--- src/rtl/accel_pkg.sv ---
// Shared definitions for the accelerator I/O path: default widths and the
// RLE result-transmitter state set, so encoder and decompressor agree on the format.
package accel_pkg;

    localparam int DEF_DATA_W = 16;
    localparam int DEF_ADDR_W = 16;
    localparam int DEF_RUN_W  = 8;

    typedef enum logic [2:0] {
        ST_IDLE,
        ST_FETCH,
        ST_WAIT,
        ST_SCAN,
        ST_EMIT,
        ST_FLUSH,
        ST_DONE
    } rle_state_t;

    // Largest run count that fits in one tx byte/nibble.
    function automatic int runMax(input int runW);
        return (1 << runW) - 1;
    endfunction

endpackage

--- src/rtl/rle_tx_out_reg.sv ---
// Holding register for one run count on the valid/ack channel. A load may carry a
// pending-zero request, which sends an extra empty run right after the loaded one.
module rle_tx_out_reg #(
    parameter int RUN_W = 8
) (
    input  logic             clk,
    input  logic             rst,
    input  logic             i_load,
    input  logic [RUN_W-1:0] i_loadData,
    input  logic             i_loadZero,
    input  logic             i_ack,
    output logic [RUN_W-1:0] o_txData,
    output logic             o_txValid,
    output logic             o_emitDone
);

    logic [RUN_W-1:0] r_data;
    logic             r_valid;
    logic             r_pendZero;

    always_ff @(posedge clk) begin
        if (rst) begin
            r_data     <= '0;
            r_valid    <= 1'b0;
            r_pendZero <= 1'b0;
        end else if (i_load) begin
            r_data     <= i_loadData;
            r_valid    <= 1'b1;
            r_pendZero <= i_loadZero;
        end else if (r_valid && i_ack) begin
            if (r_pendZero) begin
                r_data     <= '0;
                r_pendZero <= 1'b0;
            end else begin
                r_valid <= 1'b0;
            end
        end
    end

    // The whole emission (including any inserted zero) finishes on this accept.
    assign o_emitDone = r_valid && i_ack && !r_pendZero;
    assign o_txData   = r_data;
    assign o_txValid  = r_valid;

endmodule

--- src/rtl/rle_result_tx.sv ---
// Reads a binary result image from RAM, run-length encodes it LSB-first starting
// with a zero run, and sends the run counts to the host over a valid/ack channel.
module rle_result_tx
    import accel_pkg::*;
#(
    parameter int DATA_W = DEF_DATA_W,
    parameter int ADDR_W = DEF_ADDR_W,
    parameter int RUN_W  = DEF_RUN_W
) (
    input  logic              clk,
    input  logic              rst,
    input  logic              start,
    input  logic [ADDR_W-1:0] base_addr,
    input  logic [ADDR_W-1:0] num_words,
    output logic              mem_rd_en,
    output logic [ADDR_W-1:0] mem_addr,
    input  logic [DATA_W-1:0] mem_rdata,
    output logic [RUN_W-1:0]  tx_data,
    output logic              tx_valid,
    input  logic              tx_ack,
    output logic              interrupt,
    output logic              busy,
    output logic              done
);

    localparam int BIT_W = $clog2(DATA_W);
    localparam logic [RUN_W-1:0] RUN_MAX = RUN_W'(runMax(RUN_W));

    rle_state_t        r_state;
    logic [ADDR_W-1:0] r_baseAddr;
    logic [ADDR_W-1:0] r_numWords;
    logic [ADDR_W-1:0] r_wordIdx;
    logic [DATA_W-1:0] r_shift;
    logic [BIT_W-1:0]  r_bitIdx;
    logic              r_curBit;
    logic [RUN_W-1:0]  r_run;
    logic              r_wordEnd;
    logic              r_memRdEn;
    logic [ADDR_W-1:0] r_memAddr;
    logic              r_interrupt;
    logic              r_busy;
    logic              r_done;

    logic              w_bit;
    logic              w_lastBit;
    logic              w_moreWords;
    logic              w_flip;
    logic              w_sat;
    logic [ADDR_W-1:0] w_nextAddr;
    logic              w_emitDone;
    logic              w_load;
    logic [RUN_W-1:0]  w_loadData;
    logic              w_loadZero;

    assign w_bit       = r_shift[0];
    assign w_lastBit   = (r_bitIdx == BIT_W'(DATA_W - 1));
    assign w_moreWords = ((r_wordIdx + ADDR_W'(1)) != r_numWords);
    assign w_flip      = (w_bit != r_curBit);
    assign w_sat       = !w_flip && (r_run == RUN_MAX);
    assign w_nextAddr  = r_baseAddr + r_wordIdx + ADDR_W'(1);

    // Loads go straight into the output register so EMIT/FLUSH show tx_valid on entry.
    always_comb begin
        w_load     = 1'b0;
        w_loadData = r_run;
        w_loadZero = 1'b0;
        case (r_state)
            ST_SCAN: begin
                if (w_flip || w_sat) begin
                    w_load     = 1'b1;
                    w_loadZero = w_sat;
                end else if (w_lastBit && !w_moreWords) begin
                    w_load     = 1'b1;
                    w_loadData = r_run + RUN_W'(1);
                end
            end
            ST_EMIT: begin
                if (w_emitDone && r_wordEnd && !w_moreWords) begin
                    w_load = 1'b1;
                end
            end
            default: ;
        endcase
    end

    rle_tx_out_reg #(.RUN_W(RUN_W)) u_outReg (
        .clk        (clk),
        .rst        (rst),
        .i_load     (w_load),
        .i_loadData (w_loadData),
        .i_loadZero (w_loadZero),
        .i_ack      (tx_ack),
        .o_txData   (tx_data),
        .o_txValid  (tx_valid),
        .o_emitDone (w_emitDone)
    );

    always_ff @(posedge clk) begin
        if (rst) begin
            r_state     <= ST_IDLE;
            r_baseAddr  <= '0;
            r_numWords  <= '0;
            r_wordIdx   <= '0;
            r_shift     <= '0;
            r_bitIdx    <= '0;
            r_curBit    <= 1'b0;
            r_run       <= '0;
            r_wordEnd   <= 1'b0;
            r_memRdEn   <= 1'b0;
            r_memAddr   <= '0;
            r_interrupt <= 1'b0;
            r_busy      <= 1'b0;
            r_done      <= 1'b0;
        end else begin
            case (r_state)
                ST_IDLE: begin
                    r_done <= 1'b0;
                    if (start) begin
                        r_busy <= 1'b1;
                        if (num_words == '0) begin
                            r_state <= ST_DONE;
                            r_done  <= 1'b1;
                        end else begin
                            r_baseAddr  <= base_addr;
                            r_numWords  <= num_words;
                            r_wordIdx   <= '0;
                            r_curBit    <= 1'b0;
                            r_run       <= '0;
                            r_interrupt <= 1'b1;
                            r_memRdEn   <= 1'b1;
                            r_memAddr   <= base_addr;
                            r_state     <= ST_FETCH;
                        end
                    end
                end
                ST_FETCH: begin
                    r_memRdEn <= 1'b0;
                    r_state   <= ST_WAIT;
                end
                ST_WAIT: begin
                    r_shift  <= mem_rdata;
                    r_bitIdx <= '0;
                    r_state  <= ST_SCAN;
                end
                ST_SCAN: begin
                    r_shift  <= r_shift >> 1;
                    r_bitIdx <= r_bitIdx + BIT_W'(1);
                    // A saturated run keeps cur_bit: the zero inserted after it is the opposite run.
                    if (w_flip || w_sat) begin
                        r_run     <= RUN_W'(1);
                        r_curBit  <= r_curBit ^ w_flip;
                        r_wordEnd <= w_lastBit;
                        r_state   <= ST_EMIT;
                    end else begin
                        r_run <= r_run + RUN_W'(1);
                        if (w_lastBit) begin
                            if (w_moreWords) begin
                                r_wordIdx <= r_wordIdx + ADDR_W'(1);
                                r_memAddr <= w_nextAddr;
                                r_memRdEn <= 1'b1;
                                r_state   <= ST_FETCH;
                            end else begin
                                r_state <= ST_FLUSH;
                            end
                        end
                    end
                end
                ST_EMIT: begin
                    if (w_emitDone) begin
                        if (!r_wordEnd) begin
                            r_state <= ST_SCAN;
                        end else if (w_moreWords) begin
                            r_wordIdx <= r_wordIdx + ADDR_W'(1);
                            r_memAddr <= w_nextAddr;
                            r_memRdEn <= 1'b1;
                            r_state   <= ST_FETCH;
                        end else begin
                            r_state <= ST_FLUSH;
                        end
                    end
                end
                ST_FLUSH: begin
                    if (w_emitDone) begin
                        r_done      <= 1'b1;
                        r_interrupt <= 1'b0;
                        r_state     <= ST_DONE;
                    end
                end
                ST_DONE: begin
                    r_done  <= 1'b0;
                    r_busy  <= 1'b0;
                    r_state <= ST_IDLE;
                end
                default: r_state <= ST_IDLE;
            endcase
        end
    end

    assign mem_rd_en = r_memRdEn;
    assign mem_addr  = r_memAddr;
    assign interrupt = r_interrupt;
    assign busy      = r_busy;
    assign done      = r_done;

endmodule

--- config.mk ---
export PLATFORM = sky130hd
export DESIGN_NAME = rle_result_tx
export DESIGN_NICKNAME = d
export VERILOG_FILES = /design/src/rtl/accel_pkg.sv /design/src/rtl/rle_tx_out_reg.sv /design/src/rtl/rle_result_tx.sv
export SDC_FILE = /design/constraint.sdc
export NUM_CORES = 1
export LEC_CHECK = 0
export BUFFER_PORTS_ARGS = -buffer_cell sky130_fd_sc_hd__buf_4
export CAP_MARGIN = 20
export CORE_MARGIN = 4
export CORE_UTILIZATION = 40
export DETAILED_ROUTE_END_ITERATION = 8
export PLACE_DENSITY_LB_ADDON = 0.1
export SETUP_SLACK_MARGIN = 0.1
export SLEW_MARGIN = 20
export SYNTH_ARGS = -nofsm -noshare
export SYNTH_HDL_FRONTEND = slang
export SYNTH_HIERARCHICAL = 1
export SYNTH_SLANG_ARGS = --single-unit
--- constraint.sdc ---
create_clock -name clk -period 3 [get_ports clk]
set_clock_uncertainty 0.15 [all_clocks]
set_input_delay 0.3 -clock clk [delete_from_list [all_inputs] [get_ports clk]]
set_output_delay 0.3 -clock clk [all_outputs]
set_load 0.1 [all_outputs]
==> impl_results.md, run 1 <==
* Final WL at 18.0 mm
* Rel. slew slack at 56.5%
* MaxCap Viol Count at 0
* Remaining global-route overflow at 0
* Setup slack at placement at 0.0151 ns
* Die X at 133 µm
* Fin crit period at 2.87 ns
* Avg Vias per Cell at 5.46
* DRC violations left at 0
* Period utilisation layout at approximately 96%
* Post-Syn Area at 6270 µm²
* Core area at about 15000 µm²
* Layout cells sized above 1 at 26.4%
* Wire per inst at 16.3 µm
* Worst EP required at slightly above 3 ns
* FFs w/ async S/R, synth at 0%
* Critical path type: reg -> reg
* Outcome: finished, final reports clean
* Cell Pwr Density at 655 nW/µm²
* Hpwl dp at 12.8 mm
* Final WS setup at approximately 0.13 ns
* #FFs+latches synth at approximately 110
* Setup violations, final at 0
* Final design utilization at approximately 53%
* Static leakage at 3.25 nW
* Vias at 6026
* Port Buffer Count at 80
* Seq/Total Area, Yosys at roughly 35%
* Cell family with most CP delay: simple AND/OR/NAND/NOR gates
* CTS tree: done
* IO Pins at 81
* Row cnt at 45
* Nets at 959
* Die area at 17700 µm²
* Worst-skew pair later-pin latency at 0.35 ns
* CP max stage delay at 0.35 ns
* Clock root buffer master: clkbuf_16
* Worst-path maximum fanout at 6
* Post-route ant nets at 0
* CTS Hold Bufs at 0
* Die H at 133 µm
* First-pass GRT wire length at 29.6 mm
* Endpoints failing hold at 0
* Buf+Inv Stages, Crit Path at 4
* Worst path cell trace: buf_6 > buf_4 > nand4_4 > nor4_4 > nor3b_1 > a211oi_1 > buf_4 > nand4_4 > buf_12 > nor3_4 > mux2_2 > mux2i_1 > nor2_2
* Post-synth top flop: dfxtp_1
* Sink Count at 111
* Arrival time at the worst endpoint at 2.97 ns
* Clock-pin transition on the worst setup and hold timing paths at 0.08 ns
* DRT Pass-1 Iters at 4
* Peak VDD IR at approximately 0.00035 V
* Yosys Warn Count at 6
* Slew Viols, Final at 0
* Post-Syn Instances at 769
* Peak Freq at 348 MHz
* Vias in the first global route at 6003
* Worst Hold Class: in -> reg
* Syn nets at 840
* EDFF count, synth at 0
* DR iter-0 viols at 233
* Yosys cell types at 66
* Initial antenna violation count at 0
* Total CTS buffers at 9
* Largest net degree at the start of global routing at 55
* Critical Path Sink Type: register
* Slew of the pin with the lowest slew margin at 0.652 ns
* Mean Syn Cell Area at 8.15 µm²
* Slowest cell on crit path: dfxtp_2
* Antenna cell count at 0
* Total track usage at 20.2%
* Setup crit start kind: register
* H-tree depth at 3
* Routability cong. at 0.887
* Area Overhead vs Synth at 28.6%
* Starting Density at between 40% and 50%
* Unrepaired setup endpoints after global routing: yes
* Clk buf depth at 2
==> stage by stage <==
step	hold WS, ns	cells	setup TNS [ns]	total power, mW	area [µm²]
finish	0.0519	1104	0	5.28	8060
global placement	0.299	1077	-0.0125	3.88	7470
detailed placement	0.298	1077	0	3.91	7470
CTS	0.0335	1099	0	5.27	7880
global route	0.0428	1104	-0.138	5.58	8060
floorplan	0.219	769	0	3.37	6290
==> state kept, by name, indices dropped and copies added (netlist names) <==
register             cells
u_outReg/o_txValid       1
r_numWords              16
mem_addr                16
done                     1
u_outReg/r_pendZero      1
mem_rd_en                1
r_wordEnd                1
r_bitIdx                 4
r_run                    8
busy                     1
r_state                  3
r_shift                 16
r_wordIdx               16
r_curBit                 1
interrupt                1
u_outReg/o_txData        8
r_baseAddr              16
==> per-layer routing <==
| metal | wire length [µm] | track usage [%] | share of wire (%) |
|---|---|---|---|
| met1 | 7950 | 25.2 | 44 |
| met2 | 9230 | 36.1 | 51 |
| met3 | 554 | 3.25 | 3.1 |
| met4 | 254 | 5.71 | 1.4 |
| met5 | 0 | 0 | 0 |
==> synth_stat cells, drive strengths merged (17+ instances only) <==
| cell type | count | share of area [%] |
|---|---|---|
| nand2 | 126 | 7.5 |
| dfxtp | 111 | 35 |
| ha | 18 | 3.6 |
| a211oi | 25 | 3.2 |
| xnor2 | 35 | 4.9 |
| a21oi | 89 | 7.1 |
| buf | 18 | 1.7 |
| mux2i | 23 | 3.7 |
| nor2 | 72 | 4.4 |
| nor3 | 17 | 1.5 |
| o21ai | 31 | 2.5 |
| clkbuf | 31 | 1.9 |
==> layout make-up <==
type	instances	area, µm²
flip-flops and latches	111	2230
repair buffers	157	1230
well taps	211	264
inverters	15	58.8
clock buffers	10	229
multi-input cells	594	3950
clock inverters	6	92.6
fillers	1500	7200
==> worst reg2reg max path, cell delays in order (launching register included) <==
cell and delay, ns:
dfxtp_2 0.35, buf_6 0.13, buf_4 0.12, nand4_4 0.16, nor4_4 0.34, nor3b_1 0.08, a211oi_1 0.25, buf_4 0.18
nand4_4 0.13, buf_12 0.18, nor3_4 0.15, mux2_2 0.35, mux2i_1 0.16, nor2_2 0.04
==> final timing paths <==
check,start,end,slack [ns],cells after the start
max,r_wordIdx[0],u_outReg/o_txData[1],0.13,13
min,num_words[10],r_numWords[10],0.05,3
max reg2reg,r_wordIdx[0],u_outReg/o_txData[1],0.13,13
min reg2reg,r_shift[15],r_shift[15],0.31,2
==> cell usage in the layout (no fill, tap or decap), types with 5 or more instances in the layout <==
cell / netlist / final
nand4_1: 10 / 10
a31oi_1: 6 / 6
nor3_1: 15 / 13
nand2_1: 126 / 126
nand3_1: 15 / 14
o311ai_0: 15 / 15
a311oi_2: 6 / 8
buf_4: 2 / 150
xor2_1: 7 / 7
inv_1: 13 / 13
clkbuf_16: 0 / 9
a21oi_1: 89 / 85
nor2_1: 69 / 66
xnor2_1: 35 / 33
dfxtp_2: 0 / 7
mux2i_1: 23 / 23
a211oi_1: 22 / 21
nor2_2: 3 / 5
and3_1: 11 / 10
a21o_1: 5 / 5
dfxtp_1: 111 / 103
o21ai_0: 31 / 27
a311oi_1: 8 / 6
ha_1: 18 / 16
o31ai_1: 6 / 5
==> power by group <==
group / internal (mW) / switching, mW / leakage (nW)
Sequential: 1.68 / 0.162 / 0.911
Clock: 0.738 / 0.587 / 0.149
Combinational: 0.682 / 1.43 / 2.19
Total: 3.10 / 2.17 / 3.25
==> kinds of logic (layout without fill, tap and decap cells) <==
logic type / count (synthesis) / count (layout) / share of synthesized area (%)
AO/OA/AOI/OAI: 222 / 222 / 24.1
XOR/XNOR: 42 / 42 / 5.87
flip-flops: 111 / 111 / 35.5
buffers and inverters: 64 / 188 / 4.51
AND/OR/NAND/NOR: 287 / 287 / 22.3
adder cells (fa/ha/maj): 19 / 19 / 3.91
multiplexers: 24 / 24 / 3.85
==> repair_timing <==
item,in CTS,in global routing
cloned,0,0
pin swaps,8,6
resized for setup,11,34
setup endpoints to repair,22,49
setup buffers,6,5
Power figures use the tool's default switching activity.
==> inputs of run 2 (changes only) <==
--- a/config.mk
+++ b/config.mk
@@ -10,6 +10,7 @@
 export CORE_MARGIN = 4
 export CORE_UTILIZATION = 40
 export DETAILED_ROUTE_END_ITERATION = 8
+export HOLD_SLACK_MARGIN = 0.15
 export PLACE_DENSITY_LB_ADDON = 0.1
 export SETUP_SLACK_MARGIN = 0.1
 export SLEW_MARGIN = 20
==> run 2 against run 1 <==
Net effect: routed wire length is 2.8% higher; non-clock buffer count is 48 higher; first-iteration DRC count stayed put; critical endpoint unchanged; largest power group unchanged.
==> impl_results.md, run 2 (synthesized netlist as in run 1, its figures left out) <==
* DR WL met3 at 534 µm (was 554 µm)
* Total CTS buffers at 9 (unchanged)
* Uppermost layer routed: met4 (unchanged)
* Vias in the first global route at 6238 (was 6003)
* Die X at 133 µm (unchanged)
* Static leakage at 3.45 nW (was 3.25 nW)
* Critical path type: reg -> reg (unchanged)
* Sink Count at 111 (unchanged)
* Slew Viols, Final at 0 (unchanged)
* Slew of the pin with the lowest slew margin at 0.642 ns (was 0.652 ns)
* Die H at 133 µm (unchanged)
* DR iter-0 viols at 233 (unchanged)
* Worst-skew pair later-pin latency at 0.35 ns (about the same)
* M1 WL at 8.06 mm (was 7.95 mm)
* Total track usage at 20.8% (was 20.2%)
* Clock root buffer master: clkbuf_16 (unchanged)
* FF-to-FF Start: r_wordIdx[0] (unchanged)
* H-tree depth at 3 (unchanged)
* Worst R2R End: u_outReg/o_txData[1] (unchanged)
* DRT Pass-1 Iters at 4 (unchanged)
* DRC violations left at 0 (unchanged)
* Setup crit start kind: register (unchanged)
* Period utilisation layout at 95.9% (was 95.7%)
* Cell Pwr Density at 625 nW/µm² (was 655 nW/µm²)
* Fill cell count at 1447 (was 1500)
* Worst R2R Setup Slack at 0.12 ns (was 0.13 ns)
* Row cnt at 45 (unchanged)
* Routability cong. at 0.887 (unchanged)
* Post-DP Area at 7470 µm² (unchanged)
* Endpoints failing hold at 0 (unchanged)
* Fin crit period at 2.88 ns (was 2.87 ns)
* Hold_sp: mem_rdata[7] (was num_words[10])
* Final instance area at 8540 µm² (was 8060 µm²)
* Clk buf depth at 2 (unchanged)
* Wire per inst at 16.1 µm (was 16.3 µm)
* Starting Density at 41.1% (unchanged)
* CTS tree: done (unchanged)
* Rel. slew slack at 57.2% (was 56.5%)
* Worst-path maximum fanout at 6 (unchanged)
* Setup violations, final at 0 (unchanged)
* Hold-critical path depth at 3 (unchanged)
* Area Overhead vs Synth at 36.2% (was 28.6%)
* Port Buffer Count at 80 (unchanged)
* Avg Vias per Cell at 5.41 (was 5.46)
* Unrepaired setup endpoints after global routing: yes (unchanged)
* Met2 Wirelength at 9.62 mm (was 9.23 mm)
* MaxCap Viol Count at 0 (unchanged)
* Antenna cell count at 0 (unchanged)
* Slowest cell on crit path: or3_1 (was dfxtp_2)
* Nets at 1007 (was 959)
* Initial antenna violation count at 0 (unchanged)
* Worst EP required at 3.10 ns (about the same)
* Hpwl dp at 12.8 mm (unchanged)
* Remaining global-route overflow at 0 (unchanged)
* Largest net degree at the start of global routing at 55 (unchanged)
* Critical Path Sink Type: register (unchanged)
* Setup slack at placement at 0.0151 ns (unchanged)
* Worst path cell trace: buf_6 > ha_4 > nand3_1 > or3_1 > a21oi_2 > nor4b_4 > nand4_4 > buf_12 > nor3_4 > mux2_2 > mux2i_1 > nor2_2 (was buf_6 > buf_4 > nand4_4 > nor4_4 > nor3b_1 > a211oi_1 > buf_4 > nand4_4 > buf_12 > nor3_4 > mux2_2 > mux2i_1 > nor2_2)
* End of the worst hold path: r_shift[7] (was r_numWords[10])
* Final WL at 18.5 mm (was 18.0 mm)
* Vias at 6229 (was 6026)
* Tot Pwr at 5.33 mW (was 5.28 mW)
* Outcome: finished, final reports clean (unchanged)
* Reg2Reg Depth at 12 (was 13)
* Core area at 15300 µm² (unchanged)
* Clock-pin transition on the worst setup and hold timing paths at 0.07 ns (was 0.08 ns)
* First-pass GRT wire length at 30.5 mm (was 29.6 mm)
* IO Pins at 81 (unchanged)
* CP max stage delay at 0.38 ns (was 0.35 ns)
* Peak VDD IR at 0.000347 V (was 0.000346 V)
* Die area at 17700 µm² (unchanged)
* Commonest non-fill, non-tap cell in the layout: buf_4 (unchanged)
* Highest-count cells in the layout ignoring fill and taps: buf_4, nand2_1, dfxtp_1, a21oi_1, nor2_1 (unchanged)
* Peak Freq at 348 MHz (about the same)
* Post-route ant nets at 0 (unchanged)
* Final WS setup at 0.124 ns (was 0.130 ns)
* Arrival time at the worst endpoint at 2.97 ns (about the same)
* Worst Hold Class: in -> reg (unchanged)
* Layout cells sized above 1 at 25.2% (was 26.4%)
run 2: layout make-up:
class	instances	area [µm²]	share of cell area [%]
Timing Repair Buffer	205	1710	20.0
Multi-Input combinational cell	594	3950	46.3
Clock inverter	6	92.6	1.08
Clock buffer	10	229	2.68
Tap cell	211	264	3.09
Inverter	15	58.8	0.689
Sequential cell	111	2230	26.2
run 2: what timing repair did:
item,4_1_cts,5_1_grt
hold buffers,47,0
resized for setup,11,34
endpoints found under the hold margin,57,0
setup buffers,6,6
endpoints found under the setup margin,22,49
pin swaps,8,7
run 2: critical path, delay by kind of cell, from the launching register on:
kind,cells,cell delay [ns]
AOI/OAI and AO/OA,1,0.17
adders and majority gates,1,0.18
buffers and inverters,2,0.31
DFF,1,0.35
muxes,2,0.51
and+or+nand+nor,6,1.11
run 2: how the worst max path moves through the flow:
| stage | start | endpoint | slack [ns] | cells past startpoint |
|---|---|---|---|---|
| CTS | r_wordIdx[0] | mem_addr[5] | 0.11 | 12 |
| global placement | r_wordIdx[3] | u_outReg/o_txData[4] | -0.01 | 13 |
| global route | r_wordIdx[0] | u_outReg/o_txData[1] | -0.05 | 12 |
| floorplan | r_wordIdx[0] | u_outReg/o_txData[1] | 0.16 | 10 |
| finish | r_wordIdx[0] | u_outReg/o_txData[1] | 0.12 | 12 |
| detailed placement | r_wordIdx[3] | u_outReg/o_txData[4] | 0.02 | 13 |
run 2: per-stage QoR:
step / TNS (ns) / hold WS (ns) / cells / utilization, %
after floorplan: 0 / 0.219 / 769 / -
after global placement: -0.0125 / 0.299 / 1077 / 49.0
after detailed placement: 0 / 0.298 / 1077 / 49.0
after CTS: 0 / 0.157 / 1146 / 54.7
after global routing: -0.138 / 0.169 / 1152 / 55.9
final: 0 / 0.168 / 1152 / 55.9
run 2: report_power, final:
| group | switching, mW | internal [mW] |
|---|---|---|
| clock | 0.587 | 0.738 |
| combinational | 1.44 | 0.722 |
| sequential | 0.163 | 1.68 |
run 2: layer usage:
layer	up-vias	GRT usage, %
li1	3122	-
met1	2966	25.6
met2	117	37.8
met3	24	3.17
met4	0	5.89
met5	-	0
==> inputs of run 3 (changes only) <==
--- a/config.mk
+++ b/config.mk
@@ -18,3 +18,4 @@
 export SYNTH_HDL_FRONTEND = slang
 export SYNTH_HIERARCHICAL = 1
 export SYNTH_SLANG_ARGS = --single-unit
+export TNS_END_PERCENT = 10
==> constraint.sdc (replaced) <==
create_clock -name clk -period 2.7 [get_ports clk]
set_clock_uncertainty 0.15 [all_clocks]
set_input_delay 0.27 -clock clk [delete_from_list [all_inputs] [get_ports clk]]
set_output_delay 0.27 -clock clk [all_outputs]
set_load 0.1 [all_outputs]
==> run 3 against run 2 <==
Net effect: cell count grew 4.5%; critical path type unchanged; largest power group unchanged; sequential share of layout area shrank 1.6 points; design area grew 7.2%; routed wire length grew 4.6%; the flow now finishes with violations (setup timing).
==> impl_results.md, run 3 (synthesized netlist as in run 1, its figures left out) <==
* Routability cong. at 0.929 (was 0.887)
* Sink Count at 111 (unchanged)
* Largest net degree at the start of global routing at 44 (was 55)
* IO Pins at 81 (unchanged)
* Clock root buffer master: clkbuf_16 (unchanged)
* DRT Pass-1 Iters at 5 (was 4)
* Initial antenna violation count at 0 (unchanged)
* Post-DP Area at 7950 µm² (was 7470 µm²)
* Tot Pwr at 5.94 mW (was 5.33 mW)
* Core area at 15300 µm² (unchanged)
* Peak Freq at 356 MHz (was 348 MHz)
* Fin crit period at 2.81 ns (was 2.88 ns)
* Highest-count cells in the layout ignoring fill and taps: buf_4, nand2_1, dfxtp_1, a21oi_1, nor2_1 (unchanged)
* Cell Pwr Density at 649 nW/µm² (was 625 nW/µm²)
* MaxCap Viol Count at 0 (unchanged)
* Avg Vias per Cell at 5.42 (was 5.41)
* CTS tree: done (unchanged)
* Die area at 17700 µm² (unchanged)
* Final WS setup at -0.106 ns (was 0.124 ns)
* Cell with the most instances on the worst path: buf_6
* Total track usage at 21.5% (was 20.8%)
* Worst-skew pair later-pin latency at 0.36 ns (was 0.35 ns)
* Die H at 133 µm (unchanged)
* Starting Density at 41.1% (unchanged)
* Post-route ant nets at 0 (unchanged)
* H-tree depth at 3 (unchanged)
* Setup crit start kind: register (unchanged)
* Worst EP required at 2.81 ns (was 3.10 ns)
* Final WL at 19.3 mm (was 18.5 mm)
* Antenna cell count at 0 (unchanged)
* Vias at 6531 (was 6229)
* Wire per inst at 16.1 µm (about the same)
* Critical Path Sink Type: register (unchanged)
* Remaining global-route overflow at 0 (unchanged)
* Worst path cell trace: ha_4 > nand3_2 > or3_1 > a21oi_2 > nor4b_4 > nand4_4 > buf_6 > o21ai_2 > buf_6 > buf_12 > mux2i_4 > nor2_2 (was buf_6 > ha_4 > nand3_1 > or3_1 > a21oi_2 > nor4b_4 > nand4_4 > buf_12 > nor3_4 > mux2_2 > mux2i_1 > nor2_2)
* Final instance area at 9160 µm² (was 8540 µm²)
* Period utilisation layout at 104% (was 95.9%)
* Setup violations, final at 23 (was 0)
* Nets at 1059 (was 1007)
* Worst-path maximum fanout at 5 (was 6)
* Rel. slew slack at 55.9% (was 57.2%)
* Slowest cell on crit path: dfxtp_4 (was or3_1)
* DRC violations left at 0 (unchanged)
* Clk buf depth at 2 (unchanged)
* WHS at 0.309 ns (was 0.168 ns)
* Failing checks: setup timing
* Outcome: finished, violations left (was finished, final reports clean)
* Clock-pin transition on the worst setup and hold timing paths at 0.08 ns (was 0.07 ns)
* Die X at 133 µm (unchanged)
* Peak VDD IR at 0.000454 V (was 0.000347 V)
* Worst Hold Class: reg -> reg (was in -> reg)
* Final design utilization at 60.0% (was 55.9%)
* Row cnt at 45 (unchanged)
* Area Overhead vs Synth at 46.1% (was 36.2%)
* Slew Viols, Final at 0 (unchanged)
* Layout cells sized above 1 at 31.9% (was 25.2%)
* Commonest non-fill, non-tap cell in the layout: buf_4 (unchanged)
* DR iter-0 viols at 332 (was 233)
* Unrepaired setup endpoints after global routing: yes (unchanged)
* Fill cell count at 1378 (was 1447)
* Port Buffer Count at 80 (unchanged)
* Endpoints failing hold at 0 (unchanged)
* Total CTS buffers at 9 (unchanged)
* Vias in the first global route at 6424 (was 6238)
* Slew of the pin with the lowest slew margin at 0.660 ns (was 0.642 ns)
* CP max stage delay at 0.38 ns (about the same)
* Arrival time at the worst endpoint at 2.92 ns (was 2.97 ns)
* Setup slack at placement at -0.346 ns (was 0.0151 ns)
* First-pass GRT wire length at 31.6 mm (was 30.5 mm)
* Static leakage at 3.78 nW (was 3.45 nW)
* Hpwl dp at 13.5 mm (was 12.8 mm)
* Critical path type: reg -> reg (unchanged)
-- run 3: cell count changes in the layout (fill, tap and decap cells not counted), moves of 3 or more --
cell,change
a21oi_2,+4
buf_4,+38
o311ai_1,+6
o311ai_0,-13
dlygate4sd3_1,+4
dfxtp_4,+4
a21oi_1,-4
buf_6,+7
o21ai_0,-6
inv_2,+3
o311ai_2,+7
inv_1,-3
o21ai_1,+4
-- run 3: per-layer routing --
metal / vias up / GRT usage [%] / share of wire (%)
li1: 3227 / - / -
met1: 3151 / 27.3 / 45
met2: 125 / 37.3 / 50
met3: 28 / 4.12 / 3.5
met4: 0 / 6.23 / 1.9
met5: - / 0 / 0
-- run 3: cell type report --
type	count	area (µm²)	share of cell area, %
timing repair buffer	256	2150	23.5
sequential	111	2250	24.5
clock buffer	9	225	2.46
tap	211	264	2.88
inverter	15	58.8	0.642
clock inverter	7	56.3	0.615
multi-input combinational	595	4150	45.3
-- run 3: worst paths after layout --
check                              end  cells after the start  slack (ns)         start
setup / recovery  u_outReg/o_txData[1]                     12       -0.11  r_wordIdx[0]
hold / removal             r_shift[15]                      2        0.31   r_shift[15]
setup reg to reg  u_outReg/o_txData[1]                     12       -0.11  r_wordIdx[0]
hold reg to reg            r_shift[15]                      2        0.31   r_shift[15]
-- run 3: what timing repair did --
action	in CTS	in global routing
pin swaps	14	20
cloned	0	1
gates resized for setup	51	45
hold buffers	51	0
setup buffers	5	5
endpoints found under the setup margin	44	44
hold endpoints to repair	66	0
-- run 3: worst max-delay path: cells and delay by family, from the launching register on --
family | cells | cell delay, ns
AOI/OAI and AO/OA | 2 | 0.27
and+or+nand+nor | 5 | 1.05
adders and majority gates | 1 | 0.17
muxes | 1 | 0.22
buffers and inverters | 3 | 0.44
DFF | 1 | 0.38
-- run 3: stage by stage --
stage	setup TNS, ns	std cells
global placement	-8.23	1126
detailed placement	-9.60	1126
floorplan	-0.0125	769
CTS	-2.50	1198
global route	-4.61	1204
finish	-1.10	1204
-- run 3: report_power, final --
group	switching [mW]	internal [mW]	total (mW)
sequential	0.171	1.87	2.04
combinational	1.68	0.915	2.59
clock	0.671	0.639	1.31
total	2.52	3.42	5.94
